==> src/rtl/romc_pair_sequencer.sv <==
// Burst sequencer for the dual-port ROM C pair-sum datapath: issues address pairs,
// phases the datapath enable, tags/indexes each pair sum and accumulates the burst total.
module romc_pair_sequencer #(
  parameter int ADDR_W  = 7,
  parameter int RES_W   = 17,
  parameter int ACC_W   = 24,
  parameter int ENA_DLY = 1,
  parameter int LAT     = 3
) (
  input  logic              clk,
  input  logic              resetn,
  input  logic              start,
  input  logic              abort,
  input  logic [ADDR_W-1:0] base_addr,
  input  logic [ADDR_W-1:0] pair_cnt,
  output logic [ADDR_W-1:0] adrC,
  output logic [ADDR_W-1:0] adrCnext,
  output logic              ena,
  input  logic [RES_W-1:0]  result,
  output logic              busy,
  output logic              res_valid,
  output logic [5:0]        res_idx,
  output logic [ACC_W-1:0]  acc_sum,
  output logic              done
);

  localparam int IDX_W     = 6;
  localparam int MAX_PAIRS = 64;

  typedef enum logic [1:0] {
    ST_IDLE  = 2'd0,
    ST_ISSUE = 2'd1,
    ST_DRAIN = 2'd2,
    ST_DONE  = 2'd3
  } state_t;

  state_t                      state_r;
  logic                        iss_vld_r;
  logic [IDX_W-1:0]            iss_idx_r;
  logic [IDX_W-1:0]            last_idx_r;
  logic [ENA_DLY-1:0]          ena_sr_r;
  logic [LAT-1:0]              vld_sr_r;
  logic [LAT-1:0][IDX_W-1:0]   idx_sr_r;

  logic [ADDR_W-1:0]           sat_cnt_s;
  logic [IDX_W-1:0]            last_idx_s;
  logic                        drain_last_s;

  // Burst length saturation and detection of the final result leaving the pipeline.
  always_comb begin
    sat_cnt_s    = (pair_cnt > ADDR_W'(MAX_PAIRS)) ? ADDR_W'(MAX_PAIRS) : pair_cnt;
    last_idx_s   = IDX_W'(sat_cnt_s - ADDR_W'(1));
    drain_last_s = vld_sr_r[LAT-1] & ~(|vld_sr_r[LAT-2:0]);
  end

  // The output ports are the tail stages of the delay lines, so they stay registered.
  assign ena       = ena_sr_r[ENA_DLY-1];
  assign res_valid = vld_sr_r[LAT-1];
  assign res_idx   = idx_sr_r[LAT-1];

  // Sequencer FSM, address generation, enable/valid/index delay lines and accumulator.
  always_ff @(posedge clk or negedge resetn) begin
    if (!resetn) begin
      state_r    <= ST_IDLE;
      iss_vld_r  <= 1'b0;
      iss_idx_r  <= '0;
      last_idx_r <= '0;
      ena_sr_r   <= '0;
      vld_sr_r   <= '0;
      idx_sr_r   <= '0;
      adrC       <= '0;
      adrCnext   <= '0;
      busy       <= 1'b0;
      acc_sum    <= '0;
      done       <= 1'b0;
    end else if (abort && (state_r != ST_IDLE)) begin
      // Partial acc_sum and the last addresses are deliberately left untouched.
      state_r   <= ST_IDLE;
      iss_vld_r <= 1'b0;
      ena_sr_r  <= '0;
      vld_sr_r  <= '0;
      idx_sr_r  <= '0;
      busy      <= 1'b0;
      done      <= 1'b0;
    end else begin
      done        <= 1'b0;
      ena_sr_r[0] <= iss_vld_r;
      for (int k = 1; k < ENA_DLY; k++) begin
        ena_sr_r[k] <= ena_sr_r[k-1];
      end
      vld_sr_r[0] <= iss_vld_r;
      idx_sr_r[0] <= iss_vld_r ? iss_idx_r : IDX_W'(0);
      for (int k = 1; k < LAT; k++) begin
        vld_sr_r[k] <= vld_sr_r[k-1];
        idx_sr_r[k] <= idx_sr_r[k-1];
      end
      if (vld_sr_r[LAT-1]) begin
        acc_sum <= acc_sum + ACC_W'(result);
      end

      case (state_r)
        ST_IDLE: begin
          if (start) begin
            acc_sum <= '0;
            busy    <= 1'b1;
            if (sat_cnt_s != ADDR_W'(0)) begin
              state_r    <= ST_ISSUE;
              iss_vld_r  <= 1'b1;
              iss_idx_r  <= '0;
              last_idx_r <= last_idx_s;
              adrC       <= base_addr;
              adrCnext   <= base_addr + ADDR_W'(1);
            end else begin
              state_r <= ST_DONE;
              done    <= 1'b1;
            end
          end else begin
            state_r <= ST_IDLE;
          end
        end
        ST_ISSUE: begin
          if (iss_idx_r == last_idx_r) begin
            state_r   <= ST_DRAIN;
            iss_vld_r <= 1'b0;
          end else begin
            iss_idx_r <= iss_idx_r + IDX_W'(1);
            adrC      <= adrC + ADDR_W'(2);
            adrCnext  <= adrCnext + ADDR_W'(2);
          end
        end
        ST_DRAIN: begin
          if (drain_last_s) begin
            state_r <= ST_DONE;
            done    <= 1'b1;
          end else begin
            state_r <= ST_DRAIN;
          end
        end
        ST_DONE: begin
          state_r <= ST_IDLE;
          busy    <= 1'b0;
        end
        default: begin
          state_r   <= ST_IDLE;
          iss_vld_r <= 1'b0;
          busy      <= 1'b0;
        end
      endcase
    end
  end

endmodule

==> config.mk <==
export PLATFORM = sky130hd
export DESIGN_NAME = romc_pair_sequencer
export DESIGN_NICKNAME = d
export VERILOG_FILES = /design/src/rtl/romc_pair_sequencer.sv
export SDC_FILE = /design/constraint.sdc
export NUM_CORES = 1
export LEC_CHECK = 0
export CAP_MARGIN = 5
export CORE_AREA = 2 2 76 115
export DETAILED_ROUTE_END_ITERATION = 10
export DIE_AREA = 0 0 78 117
export GPL_TIMING_DRIVEN = 0
export PLACE_DENSITY_LB_ADDON = 0.3
export SLEW_MARGIN = 20
export SYNTH_ARGS = -nofsm -noshare
export SYNTH_HDL_FRONTEND = slang
export SYNTH_SLANG_ARGS = --single-unit
==> constraint.sdc <==
create_clock -name clk -period 5.6 [get_ports clk]
set_input_delay 1.12 -clock clk [delete_from_list [all_inputs] [get_ports clk]]
set_output_delay 1.12 -clock clk [all_outputs]
set_load 0.1 [all_outputs]
==> key figures <==
Pwr
  – PD cells: 597 nW/um2
  – P_leak: 2.66 nW
  – Max VDD drop: 0.000673 V

Layout
  – # fillers: 634
  – Nets: 633
  – Flip-flop and latch area: 1900 um2
  – Multi-input gate area: 2450 um2
  – ANT cells: 0
  – Layout cells sized above 1: 8.70%
  – Area growth syn-to-layout: 27.5%
  – Layout Cells excl Fill: 682

Yosys
  – Seq cells post-synth: 76
  – Asr flop ratio synth: 100%
  – Synth warn: 0
  – Gate Count Post-Synth: 477
  – Synthesized net count: 540
  – Synth Area in Adders: 7.90%
  – Post-Synth Simple-Gate Area: 18.9%
  – Combinational family with the most area after synthesis: compound AO/OA/AOI/OAI gates
  – Synth Area per Inst: 9.50 um2
  – Cell type with the largest total area after synthesis: dfrtp_1
  – Netlist cell types: 58
  – Synth area leaders: dfrtp_1 (42%), ha_1 (7.5%), nand2_1 (4.6%)
  – Synthesized cell area: 4530 um2
  – EDFF count, synth: 0
  – Synth top area share: 42.0%
  – Cell with the most instances after synthesis: dfrtp_1
  – Main flop type after synthesis: dfrtp_1
  – Mux share of post-synthesis cell area: 1.38%
  – Xor/xnor share of the synthesized area: 5.99%
  – Post-synthesis compound-gate area fraction: 19.9%
  – Post-synthesis sequential area ratio: 42.0%
  – Commonest cells post-synth: dfrtp_1 (76), nand2_1 (56), nor2_1 (34), o21ai_0 (34), a21oi_1 (29)

GRT
  – GR Util met2: 45.7%
  – GRT met1 Usage: 26.0%
  – Initial antenna violation count: 0
  – GR peak layer: met2
  – First-pass GRT wire length: 17.5 mm
  – Largest net degree at the start of global routing: 40
  – Global Route met3 Usage: 4.45%
  – Total grt overflow: 0
  – Total GRT Usage: 24.4%
  – Vias in the first global route: 3906

Run status
  – Outcome: complete, no violations

Critical path
  – Crit path max-delay family: compound AO/OA/AOI/OAI gates
  – CP Launch Point: result[0]
  – Crit path buffers/inverters: 1
  – WP data arrival: 3590 ps
  – CP Capture Type: flop
  – Worst reg-to-reg path cell count: 8
  – Worst Setup Path Type: in2reg
  – Max incr delay on CP: 440 ps
  – Worst Setup Start Kind: input port
  – CP max-delay cell: fa_1
  – Worst R2R Setup Slack: 3050 ps
  – Worst Path Required: 5820 ps
  – FF-to-FF End: acc_sum[16]$_DFFE_PN0N_
  – Most used cell along the critical path: a211o_1
  – Peak fanout along the critical path: 5
  – Critical-path cell list: clkdlybuf4s50_1 -> ha_1 -> fa_1 -> a211o_1 -> a211oi_2 -> o21ai_4 -> a31oi_1 -> nor4_1 -> a211o_1
  – R2r startpoint: acc_sum[0]$_DFFE_PN0N_

Drt
  – DRT iter0 DRCs: 202
  – Vias: 3952
  – Post-route ant nets: 0
  – Routed wire length: 10.5 mm
  – Drt pass-1 iters: 4
  – Avg WL per Cell: 15.4 um
  – Vias per inst: 5.79
  – DRC viols: 0

Timing
  – Tcrit/Tclk final: 60.1%
  – Final setup viols: 0
  – Peak Freq: 297 MHz
  – Final Critical Period: 3370 ps
  – Slew HR: 34.2%
  – RSZ-0062 raised after global routing: false
  – Clk_skew: 3.50 ps
  – Slew Viols, Final: 0
  – Setup tns final: 0 ps
  – Final hold viol count: 0
  – Worst Max-Slew Pin Slew: 984 ps

Place
  – PortBufs: 81
  – Dpl hpwl: 7.93 mm
  – Cells after DPL: 666
  – Routability cong.: 0.908

Clock tree
  – Clock latency at the later pin of the worst-skew pair: 340 ps
  – Cts repair resizes: 0
  – Hold_buf cts: 0
  – TritonCTS clock tree: yes
  – Clock root buffer master: clkbuf_16
  – Number of sinks on the clock net: 76
  – Inserted Clock Buffers: 9
  – Clock transition at path regs: 60 ps
  – # Post-CTS Setup Buffers: 0
  – H-Tree Depth: 3
  – Clock Tree Buf Depth: 2

Floorplanning
  – Die H: 117 um
  – Site Rows: 41
  – Die width: 78 um
  – I/O pin cnt: 83
  – Die area: 9130 um2
  – Core Footprint: 8210 um2
  – Initial Util: 55.2%

Worst hold path
  – Hold path depth: 1
  – Hold path startpoint: idx_sr_r[2]$_DFF_PN0_
  – Hold crit path type: reg2reg
  – Hold EP: idx_sr_r[8]$_DFF_PN0_

Job
  – Count of max-cap constraint violations: 0
report_power, final:
part           switching [mW]  total [mW]  internal, mW  leakage (nW)
sequential              0.160       0.870         0.710         0.983
clock                   0.223       0.547         0.324         0.136
combinational            1.43        2.03         0.596          1.54
total                    1.82        3.45          1.63          2.66
placed cells by master (no fill, tap or decap), types with 9 or more instances in the layout:
master and instances:
nand3_1 15, xnor2_1 13, dfrtp_1 76, nand4_1 9, xor2_1 18, clkdlybuf4s50_1 80, and3_1 15, a21oi_1 29
and2_1 20, clkbuf_16 9, buf_4 11, ha_1 27, o21ai_0 34, nand2_1 56, a21o_1 10, clkbuf_1 10
nor2_1 34
worst reg2reg max path, stage by stage, from the launching register on:
cell	delay [ps]
dfrtp_1	390
ha_1	230
fa_1	440
a211o_1	330
a211oi_2	310
o21ai_4	140
a31oi_1	270
nor4_1	100
a211o_1	240
cell type report:
| type | instances | share of cell area (%) |
|---|---|---|
| multi-input combinational | 369 | 42.5 |
| sequential | 76 | 32.9 |
| timing repair buffer | 82 | 14.3 |
| clock buffer | 13 | 4.51 |
| buffer | 23 | 2.47 |
| tap | 107 | 2.32 |
| inverter | 9 | 0.585 |
| clock inverter | 3 | 0.368 |
state kept, by name, summed over array words and instances (netlist names):
register and count:
acc_sum 24, last_idx_r 6, vld_sr_r 3, res_idx 6, iss_vld_r 1, iss_idx_r 6, adrCnext 7, done 1
state_r 2, adrC 7, busy 1, idx_sr_r 12
layer usage:
layer / vias up / routed length (um)
met3: 26 / 347
met1: 1907 / 3990
li1: 1902 / -
met5: - / 0
met2: 117 / 5780
met4: 0 / 370
worst max path at each step:
stage / end / cells after the start / slack, ps
floorplan: acc_sum[16]$_DFFE_PN0N_ / 8 / 2530
global placement: acc_sum[0]$_DFFE_PN0N_ / 1 / 770
detailed placement: acc_sum[16]$_DFFE_PN0N_ / 9 / 1920
CTS: acc_sum[16]$_DFFE_PN0N_ / 9 / 2230
global route: acc_sum[16]$_DFFE_PN0N_ / 9 / 2140
finish: acc_sum[16]$_DFFE_PN0N_ / 9 / 2230
logic make-up (layout without fill, tap and decap cells):
logic type / Yosys count / in the layout
flip-flops: 76 / 76
AO/OA/AOI/OAI: 132 / 132
XOR/XNOR: 31 / 31
buffers and inverters: 32 / 130
adder cells (fa/ha/maj): 28 / 28
multiplexers: 6 / 6
AND/OR/NAND/NOR: 172 / 172
metrics by stage:
stage	hold slack (ps)	power [mW]	setup WS [ps]	area (um2)	utilization [%]
detailed placement	438	2.90	1920	5490	66.9
finish	447	3.45	2230	5770	70.3
floorplan	428	2.41	2530	4530	-
global route	465	3.65	2140	5770	70.3
CTS	451	3.46	2230	5770	70.3
global placement	434	2.85	775	5470	66.7
(Power assumes the default switching activity.)
